**src/rtl/dbg_pkg.sv**
```systemverilog
// dbgreader shared definitions.
// Space codes, special indices and FSM states.
package dbg_pkg;

  localparam logic [1:0] DBG_SPACE_REG  = 2'b00;
  localparam logic [1:0] DBG_SPACE_DATA = 2'b01;
  localparam logic [1:0] DBG_SPACE_SPEC = 2'b10;
  localparam logic [1:0] DBG_SPACE_RSVD = 2'b11;

  localparam int DBG_SPEC_PC    = 0;
  localparam int DBG_SPEC_CYCLE = 1;

  typedef enum logic [1:0] {
    IDLE,
    READ,
    WAIT
  } dbg_state_t;

endpackage

```
**src/rtl/dbg_cyccnt.sv**
```systemverilog
// Free-running cycle counter for the debug special space.
// Wraps naturally at 2^XLEN.
module dbg_cyccnt #(
  parameter int XLEN = 32
) (
  input  logic            clk,
  input  logic            rst,
  output logic [XLEN-1:0] count
);

  // count every cycle, clear on reset
  always_ff @(posedge clk) begin
    if (rst) count <= '0;
    else     count <= count + XLEN'(1);
  end

endmodule

```
**src/rtl/dbgreader.sv**
```systemverilog
// Debug read engine: sequences reg/data/special reads.
// One access at a time; data reads wait out MEMLAT.
module dbgreader
  import dbg_pkg::*;
#(
  parameter int XLEN    = 32,
  parameter int SEL_W   = 5,
  parameter int MEMLAT  = 1,
  parameter int BURST_W = 5
) (
  input  logic               clk,
  input  logic               rst,
  input  logic               dbgreq,
  input  logic [SEL_W+1:0]   dbgsel,
  input  logic [BURST_W-1:0] dbglen,
  output logic               dbgbusy,
  output logic               dbgvalid,
  output logic               dbgdone,
  output logic [XLEN-1:0]    dbgout,
  output logic [SEL_W-1:0]   regsel,
  input  logic [XLEN-1:0]    regin,
  output logic [SEL_W-1:0]   datasel,
  output logic               dataen,
  input  logic [XLEN-1:0]    datain,
  input  logic [XLEN-1:0]    pcin
);

  localparam logic [1:0] WINIT = 2'(MEMLAT - 1);

  dbg_state_t         state, nstate;
  logic [1:0]         space;
  logic [SEL_W-1:0]   idx;
  logic [BURST_W-1:0] rem;
  logic [1:0]         wcnt;
  logic [XLEN-1:0]    cyc;
  logic [XLEN-1:0]    rdval;
  logic               capture;
  logic               accept;

  dbg_cyccnt #(
    .XLEN (XLEN)
  ) u_cyccnt (
    .clk   (clk),
    .rst   (rst),
    .count (cyc)
  );

  assign accept = (state == IDLE) && dbgreq;

  // state register
  always_ff @(posedge clk) begin
    if (rst) state <= IDLE;
    else     state <= nstate;
  end

  // next state and word-capture decision
  always_comb begin
    nstate  = state;
    capture = 1'b0;
    unique case (state)
      IDLE: if (dbgreq) nstate = READ;
      READ: begin
        if (space == DBG_SPACE_DATA) nstate = WAIT;
        else capture = 1'b1;
      end
      WAIT: if (wcnt == 2'd0) capture = 1'b1;
      default: nstate = IDLE;
    endcase
    if (capture) nstate = (rem == '0) ? IDLE : READ;
  end

  // strobes, selects and read-data mux
  always_comb begin
    dbgbusy = (state != IDLE);
    dataen  = (state == READ) && (space == DBG_SPACE_DATA);
    regsel  = idx;
    datasel = idx;
    rdval   = '0;
    unique case (space)
      DBG_SPACE_REG:  rdval = regin;
      DBG_SPACE_DATA: rdval = datain;
      DBG_SPACE_SPEC: begin
        if (idx == SEL_W'(DBG_SPEC_PC))
          rdval = pcin;
        else if (idx == SEL_W'(DBG_SPEC_CYCLE))
          rdval = cyc;
      end
      default: rdval = '0;
    endcase
  end

  // burst bookkeeping and registered result
  always_ff @(posedge clk) begin
    if (rst) begin
      space    <= DBG_SPACE_REG;
      idx      <= '0;
      rem      <= '0;
      wcnt     <= '0;
      dbgout   <= '0;
      dbgvalid <= 1'b0;
      dbgdone  <= 1'b0;
    end else begin
      dbgvalid <= capture;
      dbgdone  <= capture && (rem == '0);
      if (accept) begin
        space <= dbgsel[SEL_W+1:SEL_W];
        idx   <= dbgsel[SEL_W-1:0];
        rem   <= dbglen;
      end
      if (dataen)
        wcnt <= WINIT;
      else if (state == WAIT && wcnt != 2'd0)
        wcnt <= wcnt - 2'd1;
      if (capture) begin
        dbgout <= rdval;
        if (rem != '0) begin
          rem <= rem - BURST_W'(1);
          idx <= idx + SEL_W'(1);
        end
      end
    end
  end

endmodule

```
**config.mk**
```make
export PLATFORM = sky130hd
export DESIGN_NAME = dbgreader
export DESIGN_NICKNAME = d
export VERILOG_FILES = /design/src/rtl/dbg_pkg.sv /design/src/rtl/dbg_cyccnt.sv /design/src/rtl/dbgreader.sv
export SDC_FILE = /design/constraint.sdc
export NUM_CORES = 1
export LEC_CHECK = 0
export ABC_AREA = 1
export CAP_MARGIN = 20
export CORE_MARGIN = 2
export CORE_UTILIZATION = 50
export CTS_BUF_LIST = sky130_fd_sc_hd__clkbuf_4 sky130_fd_sc_hd__clkbuf_8 sky130_fd_sc_hd__clkbuf_16
export CTS_CLUSTER_DIAMETER = 40
export DETAILED_ROUTE_END_ITERATION = 7
export HOLD_SLACK_MARGIN = 0.15
export PLACE_DENSITY = 0.89
export SETUP_SLACK_MARGIN = 0.02
export SLEW_MARGIN = 10
export SYNTH_ARGS = -nofsm -noshare
export SYNTH_HDL_FRONTEND = slang
export SYNTH_HIERARCHICAL = 1
export SYNTH_SLANG_ARGS = --single-unit
```
**constraint.sdc**
```tcl
create_clock -name clk -period 4.7 [get_ports clk]
set_input_delay 0.94 -clock clk [delete_from_list [all_inputs] [get_ports clk]]
set_output_delay 0.94 -clock clk [all_outputs]
set_load 0.005 [all_outputs]
```
==> metrics.txt <==
Initial DRT Pass Iterations=5; Post-Synthesis Cells=977; dpl hpwl=12,000 um; postcts setup bufs=0; Setup violations, final=0; Crit Path Max Fanout=19; Hold-fix buffers, CTS=0; io pins=157; hold path depth=2; leading area contributor after synthesis=dfxtp_1; Hold Fails Final Rpt=0; worst setup margin=1.81 ns; clock-pin slew on the worst setup and hold paths=0.07 ns; crit path DAT=1.95 ns; f_max=346 MHz; routed vias=6,299; IO buf count=156; final worst-path cycle share=61.5%; min-delay worst type=flop to flop; Tot GR Track Use=26.6%; Post-synth top cells=305 x nand2_1, 175 x inv_1, 134 x nand3_1; slew margin rel.=36.6%; first-pass GRT wire length=27,200 um; pwr/cell area=402 nW/um^2; GP Congestion=0.950; Die W=111 um; Initial Utilization=50.8%; largest net degree at the start of global routing=66; Area Overhead vs Synth=32.7%; Antenna diodes=0; flops & latches, synth=82; path depth of the worst reg2reg path=11; Synth async-reset ratio=0%; Synth Cell Area=5720 um^2; FILL cells=970; vias in the first global route=6,037; register area share after synthesis=28.7%; CORE AREA=11,300 um^2; outcome=finished, final reports clean; Critical Path Sink Type=output port; Syn. warnings=6; synth unique cells=33; Post-synth EDFFs=0; RSZ-0062 raised after global routing=no; total negative slack=0 ns; Clock Path Buffers=2; drc violations=0; 1st-iter DRT viols=425; compound-gate portion of the synthesized area=7.43%; pre-CTS setup slack=2.08 ns; synthesized area per cell=5.86 um^2; post-synthesis mux area share=0%; wire length per cell=13.0 um; critical path required time=3.76 ns; Synth Area in Simple Gates=44.3%; Max Slew Vio Count=0; xor/xnor cell area share of the yosys netlist=1.07%; die height=111 um; Worst-Margin Slew=0.949 ns; P_leak=0.00376 uW; Area contributors post-synth=dfxtp_1 29%, nand2_1 20%, nand3_1 12%; Num CTS Buffers=9; post-CTS resize count=0; TritonCTS clock tree=yes; CTS sink count=82; initial antenna violation count=0; Post-Route WL=16,200 um; Main synth FF type=dfxtp_1; minimum clock period=2.89 ns; post-route ant nets=0; post-synth top area share=28.7%; H-tree depth=3; fin nets=1,225; Cell Rows=39; Post-Synth Adder-Cell Area=2.40%; most common cell in the netlist=nand2_1; grt total ovfl=0; routed vias/inst=5.04; largest family of logic cells by synthesized area=simple AND/OR/NAND/NOR gates; layout cells sized above 1=6.23%; Clock Skew=0.0128 ns; die area=12,300 um^2; syn nets=1,099; startpoint types=flop; Peak VDD IR=0.282 mV; clk root buf=clkbuf_16; WS Path Type=flop to output port; max capacitance violation total=0; clk_lat worst skew=0.35 ns
-- registers in the layout, indices dropped and copies added (netlist names) --
name and count:
dbgout 32, dbgdone 1, state 2, wcnt 2, space 2, datasel 5
u_cyccnt/count 32, rem 5, dbgvalid 1
-- worst max-delay path, stage by stage (launching register included) --
cell and delay (ns):
dfxtp_1 0.83, nand2_4 0.12, nor2_1 0.14, clkdlybuf4s50_1 0.52
-- stage by stage --
step | hold slack [ns] | total power [uW] | utilization [%] | std cells | instance area [um^2]
after detailed placement | 0.442 | 2330 | 64.5 | 1233 | 7280
final | 0.453 | 3050 | 67.4 | 1251 | 7600
after CTS | 0.455 | 3030 | 67.1 | 1249 | 7570
after global placement | 0.436 | 2290 | 64.4 | 1232 | 7260
after global routing | 0.467 | 3280 | 67.4 | 1251 | 7600
after floorplan | 0.430 | 1890 | - | 977 | 5720
-- cells in the final DEF, fill, tap and decap left out --
cell type / instances
inv_1: 175
nand3_4: 1
ha_1: 11
nor2_8: 2
o21a_1: 2
nand2_2: 13
nor2_2: 9
and2_1: 3
o21ai_1: 33
xnor2_1: 1
nor3b_1: 2
nand3b_1: 1
inv_6: 4
inv_4: 1
nand2_1: 305
nor2_4: 10
dfxtp_1: 82
inv_2: 2
nand3_2: 1
nand3_1: 134
nor2_1: 75
a21oi_1: 28
nand2_4: 6
o21ai_0: 21
clkdlybuf4s50_1: 156
xor2_1: 6
and3_1: 1
nor3_1: 1
buf_4: 4
or2_2: 1
inv_8: 2
clkbuf_16: 9
clkinvlp_4: 1
or2_1: 2
buf_8: 3
-- report_power, final --
part           internal, uW  total [uW]  switching [uW]  leakage, uW
clock network           373         695             322     0.000141
registers               784         873            88.8     0.000665
logic                   586        1480             896      0.00295
-- final timing paths --
| path | from | slack [ns] | to |
|---|---|---|---|
| worst max-delay path | space[0] | 1.81 | dataen |
| worst min-delay path | dbgout[24] | 0.45 | dbgout[24] |
| worst max register to register | datasel[0] | 2.23 | dbgout[12] |
| worst min register to register | dbgout[24] | 0.45 | dbgout[24] |
-- cell families after synthesis --
kind of cell	count (synthesis)
fa+ha+maj	11
xor+xnor	7
flops	82
simple gates	567
compound gates	84
buf+inv	226
-- layer usage --
layer	vias to the layer above	GRT usage, %	part of all wire (%)
met1	2785	31.0	42
met3	40	6.01	7.4
met4	0	12.0	3.8
met5	-	0	0
met2	252	46.3	47
li1	3222	-	-
-- layout make-up --
| class | instances | area, um^2 | area share [%] |
|---|---|---|---|
| Multi-Input combinational cell | 669 | 3180 | 41.8 |
| Sequential cell | 82 | 1640 | 21.6 |
| Timing Repair Buffer | 163 | 1640 | 21.5 |
| Inverter | 178 | 671 | 8.83 |
| Clock buffer | 9 | 225 | 2.96 |
| Tap cell | 143 | 179 | 2.36 |
| Clock inverter | 7 | 65.1 | 0.857 |
(Power assumes the default switching activity.)
